File: src/rtl/bcd2bin_serial_pkg.sv
// Shared helpers for the serial BCD-to-binary converter.
// Digit correction, digit validity and counter sizing.
package bcd2bin_serial_pkg;

   // Counter must hold the full shift count, not just count-1.
   function automatic int cnt_width(input int bits);
      return $clog2(bits) + 1;
   endfunction

   // Reverse double-dabble correction applied after each right shift.
   function automatic logic [3:0] digit_fix(input logic [3:0] d);
      return (d >= 4'd8) ? d - 4'd3 : d;
   endfunction

   function automatic logic digit_bad(input logic [3:0] d);
      return d > 4'd9;
   endfunction

endpackage

File: src/rtl/bcd2bin_serial_if.sv
// Request/result bundle for the serial BCD-to-binary converter.
// The requester drives start/bcd_in; the converter returns the result.
interface bcd2bin_serial_if #(
   parameter int BINARY_BITS = 16,
   parameter int BCD_DIGITS  = 5
);
   logic                      start;
   logic [4*BCD_DIGITS-1:0]   bcd_in;
   logic [BINARY_BITS-1:0]    binary_out;
   logic                      done;
   logic                      overflow;
   logic                      invalid;

   modport master (
      output start, bcd_in,
      input  binary_out, done, overflow, invalid
   );

   modport slave (
      input  start, bcd_in,
      output binary_out, done, overflow, invalid
   );
endinterface

File: src/rtl/bcd2bin_serial_digit_rev.sv
// One BCD digit of the reverse double-dabble shift chain.
// Shifts right by one, pulling ser_in into bit 3, then corrects.
module bcd_digit_rev
   import bcd2bin_serial_pkg::*;
(
   input  logic       clock,
   input  logic       reset_n,
   input  logic       ce,
   input  logic       init,
   input  logic [3:0] load_val,
   input  logic       ser_in,
   output logic       ser_out,
   output logic [3:0] digit
);

   logic [3:0] shifted;

   assign shifted = {ser_in, digit[3:1]};
   assign ser_out = digit[0];

   // Load on init, otherwise shift-then-subtract-3 when enabled.
   always_ff @(posedge clock or negedge reset_n) begin
      if (!reset_n)
         digit <= '0;
      else if (init)
         digit <= load_val;
      else if (ce)
         digit <= digit_fix(shifted);
   end

endmodule

File: src/rtl/bcd2bin_serial.sv
// Serial BCD-to-binary converter, one binary bit per clock.
// Flags non-decimal digits and results wider than BINARY_BITS.
module bcd2bin_serial
   import bcd2bin_serial_pkg::*;
#(
   parameter int BINARY_BITS = 16,
   parameter int BCD_DIGITS  = 5
) (
   input  logic              clock,
   input  logic              reset_n,
   bcd2bin_serial_if.slave   bus
);

   localparam int CW = cnt_width(BINARY_BITS);

   logic [BINARY_BITS-1:0]  binary_shift;
   logic [CW-1:0]           count;
   logic                    inv_q;
   logic                    inv_d;
   logic                    ce;
   logic [4*BCD_DIGITS-1:0] bcd;
   logic [BCD_DIGITS:0]     ser;

   assign ce = !bus.start && (count != '0);
   assign ser[BCD_DIGITS] = 1'b0;

   genvar j;
   generate
      for (j = 0; j < BCD_DIGITS; j++) begin : g_dig
         bcd_digit_rev u_dig (
            .clock    (clock),
            .reset_n  (reset_n),
            .ce       (ce),
            .init     (bus.start),
            .load_val (bus.bcd_in[4*j +: 4]),
            .ser_in   (ser[j+1]),
            .ser_out  (ser[j]),
            .digit    (bcd[4*j +: 4])
         );
      end
   endgenerate

   // Any non-decimal digit in the operand being loaded.
   always_comb begin
      inv_d = 1'b0;
      for (int k = 0; k < BCD_DIGITS; k++)
         inv_d = inv_d | digit_bad(bus.bcd_in[4*k +: 4]);
   end

   // Shift counter, collected binary bits and the invalid flag.
   always_ff @(posedge clock or negedge reset_n) begin
      if (!reset_n) begin
         binary_shift <= '0;
         count        <= '0;
         inv_q        <= 1'b0;
      end else if (bus.start) begin
         binary_shift <= '0;
         count        <= CW'(BINARY_BITS);
         inv_q        <= inv_d;
      end else if (ce) begin
         binary_shift <= {ser[0], binary_shift[BINARY_BITS-1:1]};
         count        <= count - 1'b1;
      end
   end

   // Residue left in the BCD chain means the value did not fit.
   assign bus.done       = (count == '0);
   assign bus.overflow   = bus.done & (bcd != '0);
   assign bus.invalid    = inv_q;
   assign bus.binary_out = inv_q ? '0 : binary_shift;

endmodule

File: src/flat_wrapper.sv
// flat-port wrapper written by rule: the top's interface ports become plain ports
module bcd2bin_serial_flat import bcd2bin_serial_pkg::*;
#(
   parameter int BINARY_BITS = 16,
   parameter int BCD_DIGITS  = 5
)
  (clock, reset_n, bus_start, bus_bcd_in, bus_binary_out, bus_done, bus_overflow, bus_invalid);
  bcd2bin_serial_if #(.BINARY_BITS(BINARY_BITS), .BCD_DIGITS(BCD_DIGITS)) bus_i ();
  input  logic clock;
  input  logic reset_n;
  input wire logic [$bits(bus_i.start)-1:0] bus_start;
  input wire logic [$bits(bus_i.bcd_in)-1:0] bus_bcd_in;
  output wire logic [$bits(bus_i.binary_out)-1:0] bus_binary_out;
  output wire logic [$bits(bus_i.done)-1:0] bus_done;
  output wire logic [$bits(bus_i.overflow)-1:0] bus_overflow;
  output wire logic [$bits(bus_i.invalid)-1:0] bus_invalid;
  assign bus_i.start = bus_start;
  assign bus_i.bcd_in = bus_bcd_in;
  assign bus_binary_out = bus_i.binary_out;
  assign bus_done = bus_i.done;
  assign bus_overflow = bus_i.overflow;
  assign bus_invalid = bus_i.invalid;
  bcd2bin_serial #(.BINARY_BITS(BINARY_BITS), .BCD_DIGITS(BCD_DIGITS)) u_core (.clock(clock), .reset_n(reset_n), .bus(bus_i));
endmodule
File: config.mk
export PLATFORM = sky130hd
export DESIGN_NAME = bcd2bin_serial_flat
export DESIGN_NICKNAME = d
export VERILOG_FILES = /design/src/rtl/bcd2bin_serial_pkg.sv /design/src/rtl/bcd2bin_serial_if.sv /design/src/rtl/bcd2bin_serial_digit_rev.sv /design/src/rtl/bcd2bin_serial.sv /design/src/flat_wrapper.sv
export SDC_FILE = /design/constraint.sdc
export NUM_CORES = 1
export LEC_CHECK = 0
export CAP_MARGIN = 20
export CORE_ASPECT_RATIO = 0.7
export CORE_MARGIN = 2
export CORE_UTILIZATION = 40
export DETAILED_ROUTE_END_ITERATION = 8
export PLACE_DENSITY = 0.73
export REMOVE_ABC_BUFFERS = 1
export SKIP_CTS_REPAIR_TIMING = 1
export SYNTH_ARGS = -nofsm -noshare
export SYNTH_HDL_FRONTEND = slang
export SYNTH_SLANG_ARGS = --single-unit
export TNS_END_PERCENT = 1
File: constraint.sdc
create_clock -name clock -period 2.96 [get_ports clock]
set_clock_uncertainty 0.2 [all_clocks]
set_input_delay 0.592 -clock clock [delete_from_list [all_inputs] [get_ports clock]]
set_output_delay 0.592 -clock clock [all_outputs]
set_load 0.1 [all_outputs]
---- After elaboration in Yosys (flattened, before gate mapping) ----
Cells that the tools add are included.
cells by class
  $add $sub $neg .......................... 6
  magnitude comparators ................... 10
  multiplexer cells ....................... 20
  bitwise gates (word level) .............. 5
  reduce and logical (&&, ||, !) cells .... 6
operators with widths
  operator                                                               number
  4-bit two-way mux                                                      15
  16-bit two-way mux                                                     3
  4-bit greater-than comparator, second input constant                   5
  20-bit nonzero test                                                    1
  4-bit >= comparator, second input constant                             4
  4-bit by 2-bit subtractor with 4-bit output, second input constant     4
  5-bit two-way mux                                                      2
  5-bit logical NOT                                                      1
  5-bit nonzero test                                                     1
  5-bit by 1-bit subtractor with 5-bit output, second input constant     1
  3-bit by 4-bit >= comparator with 1-bit output, second input constant  1
  1-bit bitwise OR                                                       4
  3-bit by 2-bit subtractor with 4-bit output, second input constant     1
  2-bit nonzero test                                                     1
  1-bit bitwise AND                                                      1
  1-bit logical AND                                                      1
  1-bit logical NOT                                                      1
word-level totals
  bits in registers ....................... 42
  input port bits ......................... 23
  output and inout port bits .............. 19

---- Logic depth before layout (Yosys ltp) ----
Gate-level depths: netlist of the first run.
  word-level depth ........................ 5
  mapped depth ............................ 7

---- Modules after synthesis ----
From an unflattened synthesis of the first run, not the netlist that was laid out.
unflattened totals
  cell total of the unflattened synthesis .. 236
  area total of the unflattened synthesis .. 2406.1 sq um
modules (own cells, without submodules)
  module          times used  cells each  area each (sq um)  sequential area each (sq um)
  bcd_digit_rev   5           28          267.8              100.1
  bcd2bin_serial  1           96          1067.3             550.5

---- Worst setup path before layout of the first run ----
No wires, ideal clock.
  path kind ............................... flip-flop to output port
  start point ............................. register u_core.count[0]
  end point ............................... output port bus_overflow
  arrival ................................. 2899 ps
  data required time ...................... 2168 ps
  slack ................................... -731 ps
  cell stages (with the launch flop) ...... 7
  path buffers ............................ 2
  cell sequence ........................... dfrtp_1 inv_1 ha_1 or4b_4 buf_6 buf_6 a31oi_1
between the ends
  longest elaborated chain between the ends .. 2
ends and longest elaborated chain
  item                    RTL line              source
  start, declared         bcd2bin_serial.sv:17  logic [CW-1:0] count;
  start signal, assigned  bcd2bin_serial.sv:58  count <= CW'(BINARY_BITS);
  start signal, assigned  bcd2bin_serial.sv:62  count <= count - 1'b1;
  5-bit logical NOT       bcd2bin_serial.sv:67  assign bus.done = (count == '0);
  1-bit bitwise AND       bcd2bin_serial.sv:68  assign bus.overflow = bus.done & (bcd != '0);
  end, declared           flat_wrapper.sv:15    output wire logic [$bits(bus_i.overflow)-1:0] bus_overflow;
Every way passes these cells.

---- Final worst setup path of the first run ----
  start point ............................. register u_core.count[0]
  end point ............................... output port bus_done
between the ends
  longest elaborated chain between the ends .. 1
ends and longest elaborated chain
  item               RTL line              source
  5-bit logical NOT  bcd2bin_serial.sv:67
  end, declared      flat_wrapper.sv:14    output wire logic [$bits(bus_i.done)-1:0] bus_done;
Every way passes these cells.

==> results of run 1 <==
==> flip-flops by register name (all words and copies together), names as in the netlist <==
register                  count
u_core.g_dig.u_dig.digit     20
u_core.count                  5
u_core.bus.invalid            1
u_core.binary_shift          16
==> cells in the mapped netlist <==
cell type	instances
a211oi_2	1
a21o_1	1
a21oi_1	22
a31oi_1	5
and3_1	1
buf_1	2
buf_2	2
buf_4	2
buf_6	3
clkbuf_1	6
clkinv_2	1
dfrtp_1	42
ha_1	9
inv_1	10
mux2i_1	7
nand2_1	54
nand2b_1	5
nand3_1	2
nand3b_1	1
nor2_1	15
nor2b_1	20
nor3_1	1
nor4_1	5
o211a_1	4
o21ai_0	12
o21ai_1	1
o22a_1	1
o31a_1	4
o31ai_1	4
o31ai_2	4
or3_1	2
or3b_2	1
or4b_4	1
xnor2_1	4
xor2_1	4
==> logic make-up after synthesis <==
kind of cell | after synthesis | share of synthesized area
buffers and inverters | 26 | 0.05624
AOI/OAI and AO/OA | 59 | 0.1671
DFF | 42 | 0.4499
muxes | 7 | 0.03000
xor gates and xnor gates | 8 | 0.02999
adders and majority gates | 9 | 0.04821
and+or+nand+nor | 108 | 0.2185
==> layer usage <==
metal / vias up / GRT usage / share of wire
met2: 50 / 0.2254 / 0.43
met5: - / 0 / 0
met1: 912 / 0.2486 / 0.50
met3: 6 / 0.04295 / 0.060
met4: 0 / 0.04710 / 0.0088
li1: 939 / - / -
==> where the power goes <==
group	switching, uW	leakage [uW]	internal (uW)
combinational	402	0.000700	320
sequential	162	0.000534	687
clock	202	0.0000714	360
total	766	0.00131	1370
==> stage by stage <==
step | instance area [um2] | hold slack [ns]
after global placement | 2761 | 0.2970
after CTS | 2904 | 0.2806
final | 2904 | 0.2363
after floorplan | 2247 | 0.09641
after global routing | 2904 | 0.3176
after detailed placement | 2761 | 0.3114
==> layout make-up <==
| type | instances | area (um2) | area share |
|---|---|---|---|
| Clock buffer | 6 | 82.58 | 0.02844 |
| Sequential cell | 42 | 1051 | 0.3619 |
| Clock inverter | 2 | 60.06 | 0.02068 |
| Inverter | 11 | 42.54 | 0.01465 |
| Timing Repair Buffer | 45 | 420.4 | 0.1448 |
| Multi-Input combinational cell | 191 | 1154 | 0.3972 |
| Tap cell | 75 | 93.84 | 0.03231 |
==> cell usage in the layout, fill, tap and decap left out, drive strengths merged, types with 2 or more instances in the layout <==
master and n:
nand2 54, dfrtp 42, buf 25, a21oi 22
nor2b 20, clkdlybuf4s50 20, nor2 15, o21ai 13
inv 10, ha 9, o31ai 8, mux2i 7
clkbuf 6, nor4 5, a31oi 5, nand2b 5
xnor2 4, o31a 4, o211a 4, xor2 4
nand3 2, or3 2, bufinv 2
==> critical path, delay by kind of cell (launching register included) <==
kind,cells,cell delay (ns)
flip-flops,1,0.39
adder cells (fa/ha/maj),1,0.19
buffers and inverters,4,0.65
AND/OR/NAND/NOR,1,0.47
==> worst paths after layout <==
path	from	endpoint	slack [ns]	cells after the start
max in group asynchronous	reset_n	u_core.g_dig[3].u_dig.digit[0]$_DFFE_PN0P_	1.72	1
hold reg to reg	u_core.binary_shift[0]$_DFFE_PN0P_	u_core.binary_shift[0]$_DFFE_PN0P_	0.32	2
min in group clock	u_core.binary_shift[0]$_DFFE_PN0P_	u_core.binary_shift[0]$_DFFE_PN0P_	0.32	2
setup / recovery	u_core.count[0]$_DFFE_PN0P_	bus_done	0.16	6
hold / removal	reset_n	u_core.g_dig[4].u_dig.digit[1]$_DFFE_PN0P_	0.24	1
setup reg to reg	u_core.count[0]$_DFFE_PN0P_	u_core.g_dig[4].u_dig.digit[2]$_DFFE_PN0P_	0.47	8
==> impl_metrics.env, run 1 <==
export IMPL_synth_largest_area_cell="dfrtp_1"
export IMPL_power_total_uw=2133
export IMPL_place_hpwl_um=3420
export IMPL_fin_nets=328
export IMPL_antenna_found_initial=0
export IMPL_die_area_mm2=0.006477
export IMPL_slowest_delay_ns=0.47
export IMPL_drt_initial_drc_count=112
export IMPL_grt_pass1_wl_um=8045
export IMPL_synthCells=259
export IMPL_utilization=0.5122
export IMPL_start_util=0.4121
export IMPL_pre_cts_ws_ns=0.4656
export IMPL_cts_buffers=5
export IMPL_maxCapViolCount=0
export IMPL_critPathLaunchType="register"
export IMPL_max_slew_margin=0.3657
export IMPL_cts_root_buffer_cell="clkbuf_8"
export IMPL_fin_crit_ns=2.795
export IMPL_synthTopCellsByArea="dfrtp_1 45%, nand2_1 8.7%, nor2b_1 5.4%, ha_1 4.8%, a21oi_1 4.7%"
export IMPL_routed_wl_um=5027
export IMPL_status="completed"
export IMPL_synth_warnings=0
export IMPL_fin_ws_ns=0.1647
export IMPL_critPathKind="register to output port"
export IMPL_numPortBuffers=41
export IMPL_clock_sinks=42
export IMPL_finalSetupTns_ns=0
export IMPL_cp_data_required_time_ns=2.17
export IMPL_fmax_ghz=0.3577
export IMPL_clk_path_buf_depth=2
export IMPL_cp_cell_sequence="inv_1 -> ha_1 -> or4b_4 -> buf_4 -> clkinv_2 -> buf_12"
export IMPL_ir_worst_vdd_uv=431.0
export IMPL_grt_pass1_vias=1636
export IMPL_hp_class="primary input to asynchronous set/reset pin"
export IMPL_num_rows=23
export IMPL_syn_area_per_cell_um2=9.019
export IMPL_grt_max_degree=43
export IMPL_setup_viol=0
export IMPL_leakagePower_uw=0.001306
export IMPL_place_inst=364
export IMPL_syn_cell_area_mm2=0.002336
export IMPL_drc_errors=0
export IMPL_critPathMaxFanout=38
export IMPL_clock_latency_ns=0.29
export IMPL_path_clk_slew_ns=0.08
export IMPL_yosys_area_top_type_share=0.4499
export IMPL_die_y_um=67.94
export IMPL_stdcell_count=372
export IMPL_grt_ovfl_total=0
export IMPL_worst_pin_slew_ns=0.9514
export IMPL_layout_drive_gt1_share=0.1380
export IMPL_critical_path_arrival_ns=2.00
export IMPL_dr_pass1_iters=4
export IMPL_n_antenna_cell=0
export IMPL_yosys_cell_types_count=35
export IMPL_io_pins=42
export IMPL_htreeDepth=2
export IMPL_hold_violations=0
export IMPL_tritoncts="done"
export IMPL_end_kind="output port"
export IMPL_core_mm2=0.005669
export IMPL_dr_total_vias=1907
export IMPL_rsz0062_at_grt="no"
export IMPL_die_width_um=95.34
export IMPL_area_delta_synth_final_pct=24.32
export IMPL_grt_total_usage=0.1633
export IMPL_slew_violations=0
export IMPL_nFillCells=499
export IMPL_routedWlPerCell_um=13.51
export IMPL_via_per_inst=5.126
export IMPL_ant_nets=0
export IMPL_ys_seq_area_frac=0.4499
export IMPL_post_route_period_util=0.9443
export IMPL_slowest_stage="or4b_4"
export IMPL_powerDensity_mw_per_mm2=734.4
export IMPL_synth_seq_cells=42
export IMPL_gp_congestion=0.7964
(Power assumes the default switching activity.)
==> run 2: changes to the inputs <==
SKIP_LAST_GASP = 1   (was unset)
==> results of run 2 <==
Same layout as run 1: the final DEF is identical, and so are final timing and power.
